`src/rtl/atmega_eep_pkg.sv`:
```
// Shared types for the EEPROM external-port arbiter: FSM state encoding and latched request.
package atmega_eep_pkg;

    localparam int unsigned EEP_ADDR_W = 17;

    typedef enum logic [2:0] {
        StIdle,
        StSetup,
        StRdCap,
        StWr,
        StGap
    } eep_state_e;

    typedef struct packed {
        logic                  we;
        logic [EEP_ADDR_W-1:0] addr;
        logic [7:0]            wdata;
    } eep_req_t;

endpackage

```
`src/rtl/eep_rr_arb2.sv`:
```
// Two-way request picker: fixed priority (req0 wins) or round-robin preferring the
// requester that was not served last. Pointer advances only on a completed transaction.
module eep_rr_arb2
    import atmega_eep_pkg::*;
#(
    parameter int unsigned PRIO_FIX = 0
) (
    input  logic       clk,
    input  logic       rst,
    input  logic [1:0] i_req,
    input  logic       i_upd,
    input  logic       i_served,
    output logic       o_vld,
    output logic       o_idx
);

    logic r_last;

    // Reset value 1 makes req0 the preferred requester on the first contention.
    always_ff @(posedge clk) begin
        if (rst) begin
            r_last <= 1'b1;
        end else if (i_upd) begin
            r_last <= i_served;
        end
    end

    always_comb begin
        o_vld = |i_req;
        if (PRIO_FIX != 0) begin
            o_idx = ~i_req[0];
        end else if (&i_req) begin
            o_idx = ~r_last;
        end else begin
            o_idx = i_req[1];
        end
    end

endmodule

```
`src/rtl/atmega_eep_ext_arb.sv`:
```
// Arbiter/sequencer sharing the EEPROM external access port between two requesters.
// All port outputs are registered; new grants are withheld while the CPU path is busy.
module atmega_eep_ext_arb
    import atmega_eep_pkg::*;
#(
    parameter int unsigned ADDR_W   = EEP_ADDR_W,
    parameter int unsigned WR_GAP   = 4,
    parameter int unsigned PRIO_FIX = 0
) (
    input  logic              clk,
    input  logic              rst,
    input  logic [1:0]        i_rq_req,
    input  logic [1:0]        i_rq_we,
    input  logic [ADDR_W-1:0] i_rq_addr0,
    input  logic [ADDR_W-1:0] i_rq_addr1,
    input  logic [7:0]        i_rq_wdata0,
    input  logic [7:0]        i_rq_wdata1,
    output logic [1:0]        o_rq_gnt,
    output logic [1:0]        o_rq_ack,
    output logic [7:0]        o_rq_rdata,
    input  logic              i_cpu_busy,
    output logic [ADDR_W-1:0] o_ext_eep_addr,
    output logic [7:0]        o_ext_eep_data_in,
    output logic              o_ext_eep_data_wr,
    output logic              o_ext_eep_data_rd,
    output logic              o_ext_eep_data_en,
    input  logic [7:0]        i_ext_eep_data_out,
    output logic              o_busy
);

    localparam int unsigned CNT_W = (WR_GAP > 0) ? $clog2(WR_GAP + 1) : 1;

    eep_state_e       r_state, w_state_d;
    eep_req_t         r_req, w_req_d, w_sel;
    logic             r_owner, w_owner_d;
    logic [1:0]       r_gnt, w_gnt_d;
    logic [1:0]       r_ack, w_ack_d;
    logic             r_en, w_en_d;
    logic             r_rd, w_rd_d;
    logic             r_wr, w_wr_d;
    logic [7:0]       r_rdata, w_rdata_d;
    logic [CNT_W-1:0] r_cnt, w_cnt_d;
    logic             r_busy;
    logic             w_pick_vld, w_pick, w_upd;

    eep_rr_arb2 #(
        .PRIO_FIX (PRIO_FIX)
    ) u_pick (
        .clk      (clk),
        .rst      (rst),
        .i_req    (i_rq_req),
        .i_upd    (w_upd),
        .i_served (r_owner),
        .o_vld    (w_pick_vld),
        .o_idx    (w_pick)
    );

    // Request fields are carried at package width; narrower ADDR_W is zero-extended.
    always_comb begin
        w_sel.we    = w_pick ? i_rq_we[1] : i_rq_we[0];
        w_sel.addr  = w_pick ? EEP_ADDR_W'(i_rq_addr1) : EEP_ADDR_W'(i_rq_addr0);
        w_sel.wdata = w_pick ? i_rq_wdata1 : i_rq_wdata0;
    end

    always_comb begin
        w_state_d = r_state;
        w_req_d   = r_req;
        w_owner_d = r_owner;
        w_gnt_d   = r_gnt;
        w_ack_d   = 2'b00;
        w_en_d    = r_en;
        w_rd_d    = 1'b0;
        w_wr_d    = 1'b0;
        w_rdata_d = r_rdata;
        w_cnt_d   = r_cnt;
        w_upd     = 1'b0;
        unique case (r_state)
            StIdle: begin
                w_gnt_d = 2'b00;
                // The ack cycle is dead time so the served requester can drop its request.
                if (!i_cpu_busy && w_pick_vld && (r_ack == 2'b00)) begin
                    w_state_d = StSetup;
                    w_req_d   = w_sel;
                    w_owner_d = w_pick;
                    w_gnt_d   = w_pick ? 2'b10 : 2'b01;
                    w_en_d    = 1'b1;
                end
            end
            StSetup: begin
                w_state_d = r_req.we ? StWr : StRdCap;
                w_rd_d    = ~r_req.we;
                w_wr_d    = r_req.we;
            end
            StRdCap: begin
                w_rdata_d = i_ext_eep_data_out;
                w_ack_d   = r_gnt;
                w_en_d    = 1'b0;
                w_upd     = 1'b1;
                w_state_d = StIdle;
            end
            StWr: begin
                w_ack_d = r_gnt;
                w_en_d  = 1'b0;
                w_upd   = 1'b1;
                if (WR_GAP == 0) begin
                    w_state_d = StIdle;
                end else begin
                    w_state_d = StGap;
                    w_cnt_d   = CNT_W'(WR_GAP);
                end
            end
            StGap: begin
                w_gnt_d = 2'b00;
                if (r_cnt <= CNT_W'(1)) begin
                    w_cnt_d   = '0;
                    w_state_d = StIdle;
                end else begin
                    w_cnt_d = r_cnt - CNT_W'(1);
                end
            end
            default: w_state_d = StIdle;
        endcase
    end

    always_ff @(posedge clk) begin
        if (rst) begin
            r_state <= StIdle;
            r_req   <= '0;
            r_owner <= 1'b0;
            r_gnt   <= 2'b00;
            r_ack   <= 2'b00;
            r_en    <= 1'b0;
            r_rd    <= 1'b0;
            r_wr    <= 1'b0;
            r_rdata <= 8'h00;
            r_cnt   <= '0;
            r_busy  <= 1'b0;
        end else begin
            r_state <= w_state_d;
            r_req   <= w_req_d;
            r_owner <= w_owner_d;
            r_gnt   <= w_gnt_d;
            r_ack   <= w_ack_d;
            r_en    <= w_en_d;
            r_rd    <= w_rd_d;
            r_wr    <= w_wr_d;
            r_rdata <= w_rdata_d;
            r_cnt   <= w_cnt_d;
            r_busy  <= (w_state_d != StIdle);
        end
    end

    assign o_rq_gnt          = r_gnt;
    assign o_rq_ack          = r_ack;
    assign o_rq_rdata        = r_rdata;
    assign o_ext_eep_addr    = ADDR_W'(r_req.addr);
    assign o_ext_eep_data_in = r_req.wdata;
    assign o_ext_eep_data_wr = r_wr;
    assign o_ext_eep_data_rd = r_rd;
    assign o_ext_eep_data_en = r_en;
    assign o_busy            = r_busy;

endmodule
```
`config.mk`:
```
export PLATFORM = sky130hd
export DESIGN_NAME = atmega_eep_ext_arb
export DESIGN_NICKNAME = d
export VERILOG_FILES = /design/src/rtl/atmega_eep_pkg.sv /design/src/rtl/eep_rr_arb2.sv /design/src/rtl/atmega_eep_ext_arb.sv
export SDC_FILE = /design/constraint.sdc
export NUM_CORES = 1
export LEC_CHECK = 0
export CORE_MARGIN = 2
export CORE_UTILIZATION = 51
export DETAILED_ROUTE_END_ITERATION = 8
export DONT_BUFFER_PORTS = 1
export GPL_TIMING_DRIVEN = 1
export PLACE_DENSITY = 0.66
export SETUP_SLACK_MARGIN = 0.1
export SLEW_MARGIN = 0
export SYNTH_ARGS = -nofsm -noshare
export SYNTH_HDL_FRONTEND = slang
export SYNTH_SLANG_ARGS = --single-unit
```
`constraint.sdc`:
```
create_clock -name clk -period 2.2 [get_ports clk]
set_input_delay 0.22 -clock clk [delete_from_list [all_inputs] [get_ports clk]]
set_output_delay 0.22 -clock clk [all_outputs]
set_load 0.01 [all_outputs]
```
==> results of run 1 <==
[cells by family (layout without fill, tap and decap cells)]
logic type	count (synthesis)	count (layout)	share of synthesized area, %
buffers and inverters	51	17	12.9
AND/OR/NAND/NOR	89	89	18.0
multiplexers	9	9	3.77
adder cells (fa/ha/maj)	2	2	1.05
flip-flops	50	50	41.9
AO/OA/AOI/OAI	73	73	22.4
[cells in the mapped netlist, types with 3 or more instances]
cell type / count
nand2_1: 54
dfxtp_1: 50
a31oi_1: 27
a311oi_1: 26
buf_4: 25
clkbuf_1: 15
nor2_1: 13
mux2i_1: 9
a21oi_1: 6
buf_2: 6
o21ai_0: 5
nand3b_1: 4
inv_1: 3
o31ai_1: 3
[registers in the layout, summed over array words and instances, names as in the netlist]
register	count
o_busy	1
o_ext_eep_addr	17
o_ext_eep_data_en	1
o_ext_eep_data_in	8
o_ext_eep_data_rd	1
o_ext_eep_data_wr	1
o_rq_ack	2
o_rq_gnt	2
o_rq_rdata	8
r_cnt	3
r_owner	1
r_req	1
r_state	3
u_pick.r_last	1
[path summary, 6_finish.rpt]
| kind | start | cells after the start | to | slack [ns] |
|---|---|---|---|---|
| setup / recovery | o_rq_ack[1]$_SDFF_PP0_ | 4 | o_ext_eep_addr[3]$_SDFFE_PP0P_ | 0.45 |
| hold / removal | rst | 1 | r_state[1]$_SDFF_PP0_ | 0.01 |
| setup reg to reg | o_rq_ack[1]$_SDFF_PP0_ | 4 | o_ext_eep_addr[3]$_SDFFE_PP0P_ | 0.45 |
| hold reg to reg | r_owner$_SDFFE_PP0P_ | 2 | u_pick.r_last$_SDFFE_PP1N_ | 0.48 |
[final cells by class]
| type | instances | area share (%) |
|---|---|---|
| Multi-Input combinational cell | 173 | 46.6 |
| Sequential cell | 50 | 43.1 |
| Inverter | 3 | 0.485 |
| Tap cell | 52 | 2.80 |
| Timing Repair Buffer | 6 | 3.02 |
| Clock inverter | 1 | 0.216 |
| Clock buffer | 7 | 3.72 |
[power breakdown]
group          switching (mW)  internal [mW]
sequential             0.0748          0.968
combinational           0.147          0.104
clock                   0.293          0.254
[metal layers]
layer  routed length, µm  share of wire (%)
met5                   0                  0
met4                  42               0.80
met3                 453                8.6
met2                2520                 48
met1                2250                 43
[worst reg2reg max path: stages (launching register included)]
cell	delay [ns]
dfxtp_1	0.38
or4_4	0.57
nor3_4	0.37
buf_12	0.21
a311oi_1	0.10
[timing repair]
action,in CTS,in global routing
endpoints found under the setup margin,0,0
endpoints found under the hold margin,39,0
hold buffers,1,0
==> reports/metrics.yaml, run 1 <==
final_common_cell: "nand2_1"
synth_area_leaders: "dfxtp_1 (42%), a311oi_1 (9.5%), nand2_1 (8.5%)"
dpl_worst_slack_ns: 0.467
clk_pin_slew_ns: 0.09
design.die.area_um2: 5250
crit_required_ns: 2.38
setup_viol: 0
powerDensity_nw_per_um2: 793
portBuffers: 0
ys_seq_elements: 50
drc: 0
insertion_delay_ns: 0.30
finish.utilization_pct: 52.2
cp_top_family: "simple AND/OR/NAND/NOR gates"
overflow: 0
via_per_inst: 6.38
synth_cells: 274
dp.final_hpwl_um: 3420
slowest_delay_ns: 0.57
fin_worst_skew_ns: 0.00818
netlist.area_leader.share_pct: 41.9
cts-root-buf: "clkbuf_8"
track_usage_pct: 20.1
drtIter0Drc: 156
cp-start-kind: "flop"
rsz0062_at_grt: "false"
die_x_um: 72.4
grt_use_met2_pct: 33.0
nNetsFinal: 306
grt_pass1_wl_um: 8360
path_class: "reg2reg"
worst-slew-pin-transition_ns: 0.540
wl_per_cell_um: 18.0
clockBufferDepth: 2
drt-total-wl_um: 5260
core_area_um2: 4440
cts_tree: "built"
globalplace.congestion: 0.769
num-fill-cells: 455
fin_crit_ns: 1.75
grtUsageMet3_pct: 6.25
grt_use_met1_pct: 25.4
path_cells: "or4_4, nor3_4, buf_12, a311oi_1"
area_growth_pct: -2.83
yosysWarnings: 0
cp_num_buf_inv: 1
fp-row-count: 24
place_area_um2: 2210
slew_headroom_pct: 64.0
drv_cap: 0
hold_violations: 0
place_inst: 283
layout.cells.non_filler: 292
crit_fanout: 22
synth_seq_area_share_pct: 41.9
slew_viol_final: 0
register_area_um2: 1000
dieHeight_um: 72.4
p_total_mw: 1.84
hold_class: "in2reg"
first_global_vias: 1649
grt-busiest-layer: "met2"
htree_levels: 2
status: "completed"
slowest_stage: "or4_4"
design_area_um2: 2320
grt_max_degree: 40
synth_top_area_cell: "dfxtp_1"
io_pins: 106
cts_resized: 0
cts_buffers: 5
power_leakage_nw: 0.834
ant_nets: 0
multi_input_area_um2: 1080
synth.avg_cell_area_um2: 8.72
synth_nets: 341
drive_gt1_share_pct: 9.17
async_flop_share_pct: 0
cp.arrival_ns: 1.93
worst_setup_path_end_kind: "flop"
tns_ns: 0
mostFrequentLayoutCells: "nand2_1 (54), dfxtp_1 (50), a31oi_1 (27)"
cts_setup_buffers: 0
ys_types: 35
route.vias.total: 1862
dr.pass1.iters: 4
initial_core_util_pct: 53.7
fin_ws_ns: 0.448
synth_ff_type: "dfxtp_1"
hold-worst-slack_ns: 0.0141
cts_sinks: 50
peakVddDrop_mv: 0.421
synth_edf_count: 0
syn_area_um2: 2390
fmax_mhz: 571
antenna_found_initial: 0
diodes: 0
timing.final.crit_share_pct: 79.6
Note: power is estimated with default switching activity, not from simulation.
==> inputs of run 2 (changes only) <==
==> constraint.sdc (replaced) <==
create_clock -name clk -period 1.68 [get_ports clk]
set_input_delay 0.168 -clock clk [delete_from_list [all_inputs] [get_ports clk]]
set_output_delay 0.168 -clock clk [all_outputs]
set_load 0.01 [all_outputs]
==> run 2 against run 1 <==
Effect of this change: final area rose by 4.8%; critical path depth did not move; worst setup slack got worse by 0.35 ns; clock power rose by 54%; combinational power rose by 45%; power rose by 39%; clock-buffer cell count fell by 2; critical path type unchanged; critical endpoint is now o_ext_eep_addr[9]$_SDFFE_PP0P_; largest power group unchanged.
==> reports/metrics.yaml, run 2 (synthesized netlist as in run 1, its figures left out) <==
drt-total-wl_um: 5480  # +4.1%
netSwitchingFraction_pct: 27.3  # -0.61 points
drv_cap: 0  # unchanged
clockBufferDepth: 2  # unchanged
path_class: "reg2reg"
dieHeight_um: 72.4  # unchanged
setup_viol: 0  # unchanged
cts_setup_buffers: 0  # unchanged
first_global_vias: 1775  # +7.6%
cp.depth: 4  # unchanged
cts_sinks: 50  # unchanged
hold_violations: 0  # unchanged
die_x_um: 72.4  # unchanged
hold_class: "in2reg"
antenna_found_initial: 0  # unchanged
power.switching_mw: 0.701  # +36%
insertion_delay_ns: 0.30  # about the same
initial_core_util_pct: 53.7  # unchanged
crit_required_ns: 1.87  # -0.51 ns
diodes: 0  # unchanged
path_cells: "or4_4, nor3_4, buf_6, a311oi_1"
cp_top_family: "simple AND/OR/NAND/NOR gates"
fin_ws_ns: 0.0961  # -0.352 ns
fp-row-count: 24  # unchanged
cp_num_buf_inv: 1  # unchanged
slowest_delay_ns: 0.58  # about the same
portBuffers: 0  # unchanged
r2r_start: "o_rq_ack[1]$_SDFF_PP0_"
status: "completed"
nNetsFinal: 314  # +2.6%
tns_ns: 0  # unchanged
route.vias.total: 1907  # +2.4%
dp.final_hpwl_um: 3540  # +3.6%
globalplace.congestion: 0.730  # -5.1%
comb_power_share_pct: 14.1  # +0.5 points
fin_crit_ns: 1.58  # -0.168 ns
fmax_mhz: 631  # +11%
track_usage_pct: 20.8  # +0.62 points
power_leakage_nw: 0.898  # +7.6%
design.die.area_um2: 5250  # unchanged
io_pins: 106  # unchanged
mostFrequentLayoutCells: "nand2_1 (54), dfxtp_1 (49), a31oi_1 (27)"
drc: 0  # unchanged
final_common_cell: "nand2_1"
p_total_mw: 2.56  # +39%
largest_reg_flops: 17  # unchanged
wl_per_cell_um: 18.3  # +1.3%
grt_pass1_wl_um: 8690  # +3.9%
worst_setup_path_end_kind: "flop"
whs_path_depth: 2  # +1
fin_worst_skew_ns: 0.00342  # -0.00476 ns
clk_pin_slew_ns: 0.09  # about the same
slew_viol_final: 0  # unchanged
cts-root-buf: "clkbuf_8"
rr_worst_depth: 4  # unchanged
worst-slew-pin-transition_ns: 0.574  # +0.0344 ns
via_per_inst: 6.36  # -0.31%
overflow: 0  # unchanged
crit_fanout: 14  # -36%
rsz0062_at_grt: "true"
slowest_stage: "or4_4"
htree_levels: 2  # unchanged
powerDensity_nw_per_um2: 1050  # +33%
slew_headroom_pct: 61.7  # -2.3 points
dr.pass1.iters: 4  # unchanged
cp-start-kind: "flop"
dpl_worst_slack_ns: 0.0920  # -0.375 ns
p_int_mw: 1.86  # +41%
holdCritStartpoint: "i_ext_eep_data_out[2]"
clkPwrFrac_pct: 32.9  # +3.2 points
core_area_um2: 4440  # unchanged
peakVddDrop_mv: 0.540  # +28%
cts_buffers: 5  # unchanged
area_growth_pct: 1.83
cts_tree: "built"
seqPwrFrac_pct: 53.0  # -3.7 points
timing.final.crit_share_pct: 94.3  # +15 points
grt_max_degree: 42  # +5.0%
ant_nets: 0  # unchanged
cp.arrival_ns: 1.77  # -0.16 ns
drtIter0Drc: 192  # +23%
drive_gt1_share_pct: 12.9  # +3.7 points
startpoint: "o_rq_ack[1]$_SDFF_PP0_"
[run 2: final cells by class]
type,count,area (µm²)
clock buffers,5,68.8
clock inverters,3,40.0
fillers,411,2010
inverters,3,11.3
multi-input cells,173,1080
flip-flops and latches,50,1000
well taps,52,65.1
repair buffers,14,163
[run 2: what timing repair did]
action	CTS	global route
hold endpoints to repair	41	0
hold buffers	1	0
setup endpoints to repair	17	27
resized for setup	0	2
[run 2: final timing paths]
kind                                     to  slack (ns)
max          o_ext_eep_addr[9]$_SDFFE_PP0P_         0.1
min reg2reg            r_owner$_SDFFE_PP0P_        0.49
min              o_rq_rdata[2]$_SDFFE_PP0N_        0.01
max reg2reg  o_ext_eep_addr[9]$_SDFFE_PP0P_         0.1
[run 2: metrics by stage]
step,instance area (µm²),instances,hold WS [ns],util (%)
2_1_floorplan,2390,274,0.315,-
3_3_place_gp,2300,291,0.242,51.7
3_5_place_dp,2300,291,0.246,51.7
4_1_cts,2420,300,0.00635,54.6
5_1_grt,2430,300,0.00658,54.7
6_report,2430,300,0.0114,54.7
[run 2: power by group through the flow]
stage	sequential, mW	clock (mW)	combinational [mW]
after floorplan	1.34	0	0.385
after global placement	1.39	0	0.334
after detailed placement	1.39	0	0.338
after CTS	1.36	0.852	0.360
after global routing	1.37	0.894	0.407
final	1.36	0.843	0.362
[run 2: routing by layer]
metal	part of all wire, %	vias to the layer above	GRT usage (%)
li1	-	914	-
met1	42	897	25.6
met2	46	86	33.6
met3	9.8	10	5.97
met4	1.9	0	9.26
met5	0	-	0
==> inputs of run 3 (changes only) <==
--- a/config.mk
+++ b/config.mk
@@ -5,11 +5,11 @@
 export SDC_FILE = /design/constraint.sdc
 export NUM_CORES = 1
 export LEC_CHECK = 0
+export ABC_AREA = 1
 export CORE_MARGIN = 2
 export CORE_UTILIZATION = 51
 export DETAILED_ROUTE_END_ITERATION = 8
 export DONT_BUFFER_PORTS = 1
-export GPL_TIMING_DRIVEN = 1
 export PLACE_DENSITY = 0.66
 export SETUP_SLACK_MARGIN = 0.1
 export SLEW_MARGIN = 0
==> run 3 against run 2 <==
Effect of this change: cell count increased by 29%; first-iteration DRC count is 66% lower; sequential power is 3% lower; fmax is 17% higher; sequential share of layout area about the same; final area decreased by 0.15%; die area up 5.1%; synthesized cell count rose by 29%; largest power group unchanged; worst hold slack improved by 0.032 ns.
==> reports/metrics.yaml, run 3 <==
status: "completed"
powerDensity_nw_per_um2: 1000  # -5.2%
fin_crit_ns: 1.35  # -0.232 ns
cts_tree: "built"
cts_buffers: 5  # unchanged
dieHeight_um: 74.3  # +2.5%
nNetsFinal: 386  # +23%
drtIter0Drc: 66  # -66%
yosysWarnings: 0  # unchanged
fmax_mhz: 740  # +17%
fin_worst_skew_ns: 0.00648  # +0.00306 ns
fp-row-count: 25  # +4.2%
slew_viol_final: 0  # unchanged
synth.avg_cell_area_um2: 7.14  # -18%
core_area_um2: 4750  # +7.0%
htree_levels: 2  # unchanged
synth_top_area_cell: "dfxtp_1"
design.die.area_um2: 5520  # +5.1%
cts_sinks: 50  # unchanged
hold_violations: 0  # unchanged
clk_pin_slew_ns: 0.09  # about the same
grt_pass1_wl_um: 7870  # -9.5%
drc: 0  # unchanged
drive_gt1_share_pct: 8.44  # -4.5 points
hold-worst-slack_ns: 0.0436  # +0.0322 ns
via_per_inst: 4.93  # -23%
synth_edf_count: 0  # unchanged
ant_nets: 0  # unchanged
synth_nets: 420  # +23%
design_area_um2: 2430  # -0.15%
mostFrequentLayoutCells: "nand2_1 (120), dfxtp_1 (50), a21oi_1 (34)"
antenna_found_initial: 0  # unchanged
synth_area_leaders: "dfxtp_1 (40%), nand2_1 (18%), buf_4 (8.0%)"
clockBufferDepth: 2  # unchanged
place_area_um2: 2290  # -0.11%
tns_ns: 0  # unchanged
grt_max_degree: 35  # -17%
crit_fanout: 28  # +14
timing.final.crit_share_pct: 80.4  # -14 points
reg2reg_slack_ns: 0.33  # +0.23 ns
synth.most_common_cell: "nand2_1"
track_usage_pct: 18.6  # -2.2 points
synth_ff_type: "dfxtp_1"
dp.final_hpwl_um: 3340  # -5.8%
syn_area_um2: 2520  # +5.4%
cts-root-buf: "clkbuf_8"
cp.arrival_ns: 1.59  # -0.18 ns
portBuffers: 0  # unchanged
rsz0062_at_grt: "false"
power_leakage_nw: 1.03  # +15%
cp-start-kind: "flop"
netlist.area_leader.share_pct: 39.7  # -2.2 points
async_flop_share_pct: 0  # unchanged
final_common_cell: "nand2_1"
largest_reg_flops: 17  # unchanged
wl_per_cell_um: 12.6  # -31%
dr.pass1.iters: 5  # +1
path_class: "reg2reg"
die_x_um: 74.3  # +2.5%
slew_headroom_pct: 66.8  # +5.1 points
io_pins: 106  # unchanged
worst_setup_path_end_kind: "flop"
drt-total-wl_um: 4860  # -11%
initial_core_util_pct: 53.0  # -0.77 points
setup_viol: 0  # unchanged
ys_types: 26  # -26%
synth_commonest_cells: "nand2_1 (120), dfxtp_1 (50), a21oi_1 (34)"
ys_seq_elements: 50  # unchanged
globalplace.congestion: 0.781  # +7.1%
first_global_vias: 1689  # -4.8%
insertion_delay_ns: 0.30  # about the same
worst-slew-pin-transition_ns: 0.496  # -0.0777 ns
crit_required_ns: 1.91  # +0.04 ns
diodes: 0  # unchanged
finish.utilization_pct: 51.1  # -3.7 points
overflow: 0  # unchanged
route.vias.total: 1906  # -0.052%
drv_cap: 0  # unchanged
synth_cells: 353  # +29%
synth_seq_area_share_pct: 39.7  # -2.2 points
peakVddDrop_mv: 0.442  # -18%
hold_class: "in2reg"
area_growth_pct: -3.58
==> run 3: changes by cell type after synthesis, moves of 9 or more <==
cell,change
nand2_1,+66
nand3_1,+31
a311oi_1,-26
a31oi_1,-27
mux2i_1,-9
clkbuf_1,-13
inv_1,+22
a21oi_1,+28
==> run 3: through the flow <==
step	total power, mW	worst slack (ns)	std cells
finish	2.43	0.329	387
global route	2.56	0.144	387
CTS	2.46	0.253	387
detailed placement	1.61	0.270	378
global placement	1.60	0.304	378
floorplan	1.66	0.504	353
==> run 3: routing by layer <==
layer	vias up	global-route usage (%)	share of wire, %
met1	815	24.0	45
met4	0	5.95	1.2
met2	66	29.5	45
li1	1020	-	-
met3	5	6.37	8.2
met5	-	0	0
==> run 3: cell type report <==
class / count / area (µm²)
sequential: 50 / 1000
clock inverter: 2 / 37.5
timing repair buffer: 2 / 27.5
clock buffer: 6 / 72.6
tap: 67 / 83.8
fill: 489 / 2330
inverter: 27 / 104
multi-input combinational: 233 / 1100
==> run 3: what timing repair did <==
action                                 in CTS  in global routing
endpoints found under the hold margin      34                  0
hold buffers                                1                  0
setup endpoints to repair                   0                  2
gates resized for setup                     0                  1
setup buffers                               0                  0
==> run 3: worst max-delay path: stages, from the launching register on <==
cell      delay, ns
dfxtp_1        0.33
nand2_2        0.26
nand2_4        0.27
nand3b_1       0.28
a21oi_1        0.16
==> run 3: power by group <==
| group | switching, mW | total, mW | internal (mW) |
|---|---|---|---|
| clock network | 0.388 | 0.833 | 0.444 |
| registers | 0.0701 | 1.32 | 1.25 |
| logic | 0.178 | 0.276 | 0.0986 |
==> run 3: worst paths after layout <==
path	from	end	depth (start not counted)
setup reg to reg	u_pick.r_last$_SDFFE_PP1N_	r_owner$_SDFFE_PP0P_	4
hold reg to reg	r_req[25]$_SDFFE_PP0P_	o_ext_eep_data_rd$_SDFF_PP0_	1
setup / recovery	u_pick.r_last$_SDFFE_PP1N_	r_owner$_SDFFE_PP0P_	4
hold / removal	rst	o_ext_eep_data_en$_SDFFE_PP0P_	3
==> run 3: cells by family after synthesis <==
group / count (synthesis) / synth area share, %
compound gates: 52 / 11.6
xor+xnor: 1 / 0.348
fa+ha+maj: 2 / 0.993
buf+inv: 70 / 16.7
flops: 50 / 39.7
simple gates: 178 / 30.6
